## src/rtl/seven_seg_reader.sv

```systemverilog
`default_nettype none
// ---------------------------------------------------------------------------
// seven_seg_reader : decodes a debounced seven-segment image back to 3 bits
// Optional: SEVEN_SEG_CROSSCHECK_EN checks the binary digits against it.
// Revision: 1.0
// ---------------------------------------------------------------------------
module seven_seg_reader #(
   parameter int STABLE_CYCLES = 4
) (
   input  logic       clk,
   input  logic       rst_n,
   input  logic [6:0] segDecimal,
   input  logic [6:0] segX2,
   input  logic [6:0] segX1,
   input  logic [6:0] segX0,
   input  logic       dataReady,
   input  logic       clrErr,
   output logic [2:0] dataValue,
   output logic       dataValid,
   output logic       dataError,
   output logic       dataMismatch,
   output logic       overrun
);

   localparam logic [6:0] BLANK      = 7'b1111111;
   localparam logic [6:0] BIN_ONE    = 7'b1111001;
   localparam logic [6:0] BIN_ZERO   = 7'b1000000;
   localparam logic [7:0] STABLE_LIM = 8'(STABLE_CYCLES);

   typedef enum logic [1:0] {
      F_IDLE     = 2'd0,
      F_SETTLING = 2'd1,
      F_HELD     = 2'd2
   } filt_state_t;

   typedef enum logic [0:0] {
      O_EMPTY = 1'b0,
      O_FULL  = 1'b1
   } out_state_t;

   filt_state_t filt_state, filt_next;
   out_state_t  out_state, out_next;

   logic [27:0] sample_in;
   logic [27:0] sample_reg;
   logic [7:0]  stab_cnt;
   logic [7:0]  cnt_next;
   logic        changed;
   logic        in_blank;
   logic        accept_set;
   logic        accept_strobe;

   logic [2:0]  dec_value;
   logic        dec_error;
   logic        mismatch;

   logic        load;
   logic        overrun_evt;
   logic        go_empty;

`ifdef SEVEN_SEG_CROSSCHECK_EN
   assign sample_in = {segDecimal, segX2, segX1, segX0};
`else
   // Binary digits play no part; pin their sample fields to the blank value.
   logic unused_segx;
   assign unused_segx = ^{segX2, segX1, segX0};
   assign sample_in   = {segDecimal, BLANK, BLANK, BLANK};
`endif

   assign changed  = (sample_in != sample_reg);
   assign in_blank = (sample_in[27:21] == BLANK);

   always_comb begin
      cnt_next = stab_cnt;
      if (changed)
         cnt_next = 8'd1;
      else if (stab_cnt < STABLE_LIM)
         cnt_next = stab_cnt + 8'd1;
   end

   always_ff @(posedge clk or negedge rst_n) begin
      if (!rst_n) begin
         sample_reg    <= {4{BLANK}};
         stab_cnt      <= 8'd0;
         filt_state    <= F_IDLE;
         accept_strobe <= 1'b0;
      end else begin
         sample_reg    <= sample_in;
         stab_cnt      <= cnt_next;
         filt_state    <= filt_next;
         accept_strobe <= accept_set;
      end
   end

   always_comb begin
      filt_next  = filt_state;
      accept_set = 1'b0;
      case (filt_state)
         F_IDLE: begin
            if (!in_blank)
               filt_next = F_SETTLING;
         end
         F_SETTLING: begin
            if (changed) begin
               filt_next = in_blank ? F_IDLE : F_SETTLING;
            end else if (cnt_next == STABLE_LIM) begin
               accept_set = 1'b1;
               filt_next  = F_HELD;
            end
         end
         F_HELD: begin
            if (changed)
               filt_next = in_blank ? F_IDLE : F_SETTLING;
         end
         default: filt_next = F_IDLE;
      endcase
   end

   // The accept strobe trails the final stable sample by one edge, so the
   // registered sample still holds exactly the accepted pattern here.
   always_comb begin
      dec_value = 3'd0;
      dec_error = 1'b0;
      case (sample_reg[27:21])
         7'b1000000: dec_value = 3'd0;
         7'b1111001: dec_value = 3'd1;
         7'b0100100: dec_value = 3'd2;
         7'b0110000: dec_value = 3'd3;
         7'b0011001: dec_value = 3'd4;
         7'b0010010: dec_value = 3'd5;
         7'b0000010: dec_value = 3'd6;
         7'b1111000: dec_value = 3'd7;
         default:    dec_error = 1'b1;
      endcase
   end

`ifdef SEVEN_SEG_CROSSCHECK_EN
   logic [2:0] bin_valid;
   logic [2:0] bin_value;

   always_comb begin
      bin_valid = 3'b000;
      bin_value = 3'b000;
      for (int i = 0; i < 3; i++) begin
         if (sample_reg[i*7 +: 7] == BIN_ONE) begin
            bin_valid[i] = 1'b1;
            bin_value[i] = 1'b1;
         end else if (sample_reg[i*7 +: 7] == BIN_ZERO) begin
            bin_valid[i] = 1'b1;
         end
      end
      mismatch = (bin_valid != 3'b111) || (bin_value != dec_value);
   end
`else
   assign mismatch = 1'b0;
`endif

   always_comb begin
      out_next    = out_state;
      load        = 1'b0;
      overrun_evt = 1'b0;
      go_empty    = 1'b0;
      case (out_state)
         O_EMPTY: begin
            if (accept_strobe) begin
               load     = 1'b1;
               out_next = O_FULL;
            end
         end
         O_FULL: begin
            if (accept_strobe) begin
               if (dataReady)
                  load = 1'b1;
               else
                  overrun_evt = 1'b1;
            end else if (dataReady) begin
               go_empty = 1'b1;
               out_next = O_EMPTY;
            end
         end
         default: out_next = O_EMPTY;
      endcase
   end

   always_ff @(posedge clk or negedge rst_n) begin
      if (!rst_n) begin
         out_state    <= O_EMPTY;
         dataValue    <= 3'd0;
         dataError    <= 1'b0;
         dataMismatch <= 1'b0;
         overrun      <= 1'b0;
      end else begin
         out_state <= out_next;
         if (load) begin
            dataValue    <= dec_value;
            dataError    <= dec_error;
            dataMismatch <= mismatch;
         end else if (go_empty) begin
            dataValue    <= 3'd0;
            dataError    <= 1'b0;
            dataMismatch <= 1'b0;
         end
         // A drop on the same edge as a clear leaves the flag set.
         if (overrun_evt)
            overrun <= 1'b1;
         else if (clrErr)
            overrun <= 1'b0;
      end
   end

   assign dataValid = (out_state == O_FULL);

endmodule
`default_nettype wire

```

## config.mk

```make
export PLATFORM = sky130hd
export DESIGN_NAME = seven_seg_reader
export DESIGN_NICKNAME = d
export VERILOG_FILES = /design/src/rtl/seven_seg_reader.sv
export SDC_FILE = /design/constraint.sdc
export NUM_CORES = 1
export LEC_CHECK = 0
export CORE_AREA = 2 2 57 59
export CTS_BUF_LIST = sky130_fd_sc_hd__clkbuf_4 sky130_fd_sc_hd__clkbuf_8 sky130_fd_sc_hd__clkbuf_16
export DETAILED_ROUTE_END_ITERATION = 7
export DIE_AREA = 0 0 59 61
export PLACE_DENSITY = 0.83
export SLEW_MARGIN = 20
export SYNTH_ARGS = -nofsm -noshare
export SYNTH_HDL_FRONTEND = slang
export SYNTH_SLANG_ARGS = --single-unit
```

## constraint.sdc

```tcl
create_clock -name clk -period 1.75 [get_ports clk]
set_clock_uncertainty 0.1 [all_clocks]
set_input_delay 0.35 -clock clk [delete_from_list [all_inputs] [get_ports clk]]
set_output_delay 0.35 -clock clk [all_outputs]
set_load 0.02 [all_outputs]
```

==> impl_metrics.csv <==
group,metric,value,unit
die,dieArea,3600,um2
final_layout,final_cell_mix,"dfrtp_1 (17), buf_4 (13), clkdlybuf4s50_1 (10), xnor2_1 (8)",
critical_path,crit_chain,"ha_4, nor4bb_4, o2111ai_2, nor3_2, nor3b_2",
power_and_ir_drop,clkPwrFrac,29.6,%
power_and_ir_drop,powerDensity,646,nW/um2
die,start_util,39.3,%
power_and_ir_drop,swShare,23.4,%
yosys,synth_area,1160,um2
grt,overflow,0,
grt,grt_pass1_wl,4000,um
critical_path,cp_slowest_cell,"dfrtp_1",
timing,fin_tns_setup,0,ps
critical_path,max_stage_delay,440,ps
outcome,status,"finished clean",
route,drtIter0Drc,21,
route,drt_first_pass_iters,4,
grt,grt_antenna_before_repair,0,
power_and_ir_drop,ir_worst_vdd,0.398,mV
critical_path,cp-end-kind,"flop",
die,dieHeight,61,um
die,core,2950,um2
yosys,ys_ff_latch,24,
yosys,syn_nets,138,
power_and_ir_drop,internal-power,0.762,mW
final_layout,largest_reg_flops,8,
timing,post-route-min-period,1720,ps
clock_network,numCtsBuffers,3,
placed_design,io_buffer_count,16,
grt,grt_max_degree,25,
flow_run,cap_violations,0,
critical_path,cp.required,1860,ps
critical_path,worstSetupStartpoint,"stab_cnt[0]",
yosys,ys_warn_count,0,
critical_path,path_depth,5,
critical_path,crit_buf_inv,0,
min_path,hp-class,"input port to async pin",
grt,grt_pass1_vias,958,
timing,min_period_over_period,98.4,%
critical_path,cp-endpoint,"filt_state[0]",
critical_path,reg2reg_from,"stab_cnt[0]",
timing,rsz0062_at_grt,"true",
route,wirelength,2430,um
yosys,seq_area_frac_synth,52.5,%
clock_network,cts_tree,"yes",
critical_path,worstReg2RegEnd,"filt_state[0]",
die,dieWidth,59,um
power_and_ir_drop,leakagePower,0.670,nW
clock_network,cts_buffer_depth,2,
yosys,ys_types,39,
power_and_ir_drop,combPwrFrac,11.8,%
power_and_ir_drop,p_total,0.994,mW
placed_design,place_congestion,0.821,
timing,setup_violations,0,
route,via_per_inst,5.55,
placed_design,dp_hpwl,1710,um
yosys,synthCells,105,
clock_network,cts.clk_slew.worst_paths,130,ps
critical_path,start_kind,"flop",
critical_path,r2r_setup_slack,30,ps
final_layout,final_nets,169,
route,avgRoutedWirePerCell,14.5,um
timing,finalMaxSlewViolations,0,
yosys,avgSynthCellArea,11.0,um2
timing,setup_ws,28.2,ps
critical_path,cpLargestDelayFamily,"simple AND/OR/NAND/NOR gates",
final_layout,fin_util,52.1,%
clock_network,clk_latency,320,ps
clock_network,htree_levels,1,
route,final_antenna_net_count,0,
critical_path,rr_worst_depth,5,
critical_path,cp_max_fo,2,
final_layout,layout_commonest_cell,"dfrtp_1",
critical_path,cp_data_arrival_time,1830,ps
final_layout,drive_gt1_share,24.4,%
clock_network,root_buffer,"clkbuf_4",
die,io_pins,39,
placed_design,pre_cts_ws,-175,ps
critical_path,crit_type,"flop to flop",
grt,grt.total_usage,15.0,%
clock_network,cts_sinks,24,
route,vias,933,
timing,finalHoldViolCount,0,
power_and_ir_drop,switching_power,0.232,mW
route,drc_errors,0,
final_layout,diodes,0,
final_layout,areaGrowthSynthToFinish,32.6,%
power_and_ir_drop,seq_power_share,58.6,%
die,num_rows,20,
timing,max_freq,581,MHz
-- per-stage QoR --
stage               hold slack [ps]  instance area, um2  instances
global placement                351                1420        161
CTS                             282                1460        165
finish                          275                1540        168
detailed placement              358                1420        161
floorplan                     -45.6                1160        105
global route                    287                1540        168
-- power groups by stage --
| stage | Combinational, mW | Clock [mW] | Sequential [mW] |
|---|---|---|---|
| finish | 0.117 | 0.294 | 0.582 |
| global route | 0.128 | 0.324 | 0.584 |
| CTS | 0.107 | 0.299 | 0.584 |
| detailed placement | 0.104 | 0 | 0.594 |
| global placement | 0.0998 | 0 | 0.592 |
| floorplan | 0.0485 | 0 | 0.589 |
-- final cells by class --
type / instances / area [um2]
tap: 33 / 41.3
sequential: 24 / 609
multi-input combinational: 74 / 562
inverter: 3 / 11.3
fill: 270 / 1420
timing repair buffer: 30 / 278
clock buffer: 4 / 36.3
-- cell usage after synthesis --
master      n  area [um2]
nand2b_1    1        6.26
o21ai_0     5        25.0
a21oi_1     1        5.00
o22ai_1     1        6.26
xor2_1      2        17.5
and4_2      1        10.0
and2_1      7        43.8
conb_1      1        3.75
and3b_1     1        8.76
buf_2       2        10.0
nor3_1      5        25.0
o2111ai_1   2        17.5
a31oi_1     1        6.26
and4b_1     1        10.0
or3_1       1        6.26
dfrtp_1    17         425
buf_4       1        7.51
o31ai_1     1        7.51
a21oi_2     1        8.76
nor3b_1     3        22.5
a211o_1     1        8.76
inv_1       3        11.3
nor4bb_1    1        10.0
a22o_1      2        17.5
nand3_1     3        15.0
mux2i_1     3        30.0
nand4b_1    1        8.76
dfstp_2     7         184
nor4_1      2        12.5
o311ai_0    1        8.76
nand2_1     6        22.5
nand3b_1    3        22.5
nand4_1     2        12.5
nor2_1      3        11.3
or3b_1      1        8.76
xnor2_1     8        70.1
ha_1        1        12.5
buf_6       1        11.3
nor4b_1     1        8.76
-- routing by layer --
metal	track usage (%)	up-vias	wire length, um
met4	9.74	0	127
met3	2.77	13	92
met2	25.7	27	1220
li1	-	438	-
met5	0	-	0
met1	17.2	455	994
-- worst min-delay path by stage --
stage                        startpoint  slack (ps)             to
after floorplan                   rst_n         -50  accept_strobe
after global placement    filt_state[1]         350  accept_strobe
after detailed placement  filt_state[1]         360  accept_strobe
after CTS                         rst_n         280    stab_cnt[7]
after global routing              rst_n         290    stab_cnt[7]
final                             rst_n         270    stab_cnt[7]
-- cell families (layout without fill, tap and decap cells) --
logic type | count (synthesis) | count (layout) | synth area share [%]
xor gates and xnor gates | 10 | 10 | 7.55
and+or+nand+nor | 43 | 43 | 22.9
AOI/OAI and AO/OA | 16 | 16 | 9.60
buffers and inverters | 7 | 37 | 3.45
DFF | 24 | 24 | 52.5
adders and majority gates | 1 | 1 | 1.08
muxes | 3 | 3 | 2.59
other | 1 | 1 | 0.323
-- what timing repair did --
item	CTS	global route
hold buffers	0	0
buffers inserted	0	3
cloned	0	0
pin swaps	0	4
endpoints found under the hold margin	0	0
endpoints found under the setup margin	5	5
resized for setup	8	7
Note: power is estimated with default switching activity, not from simulation.
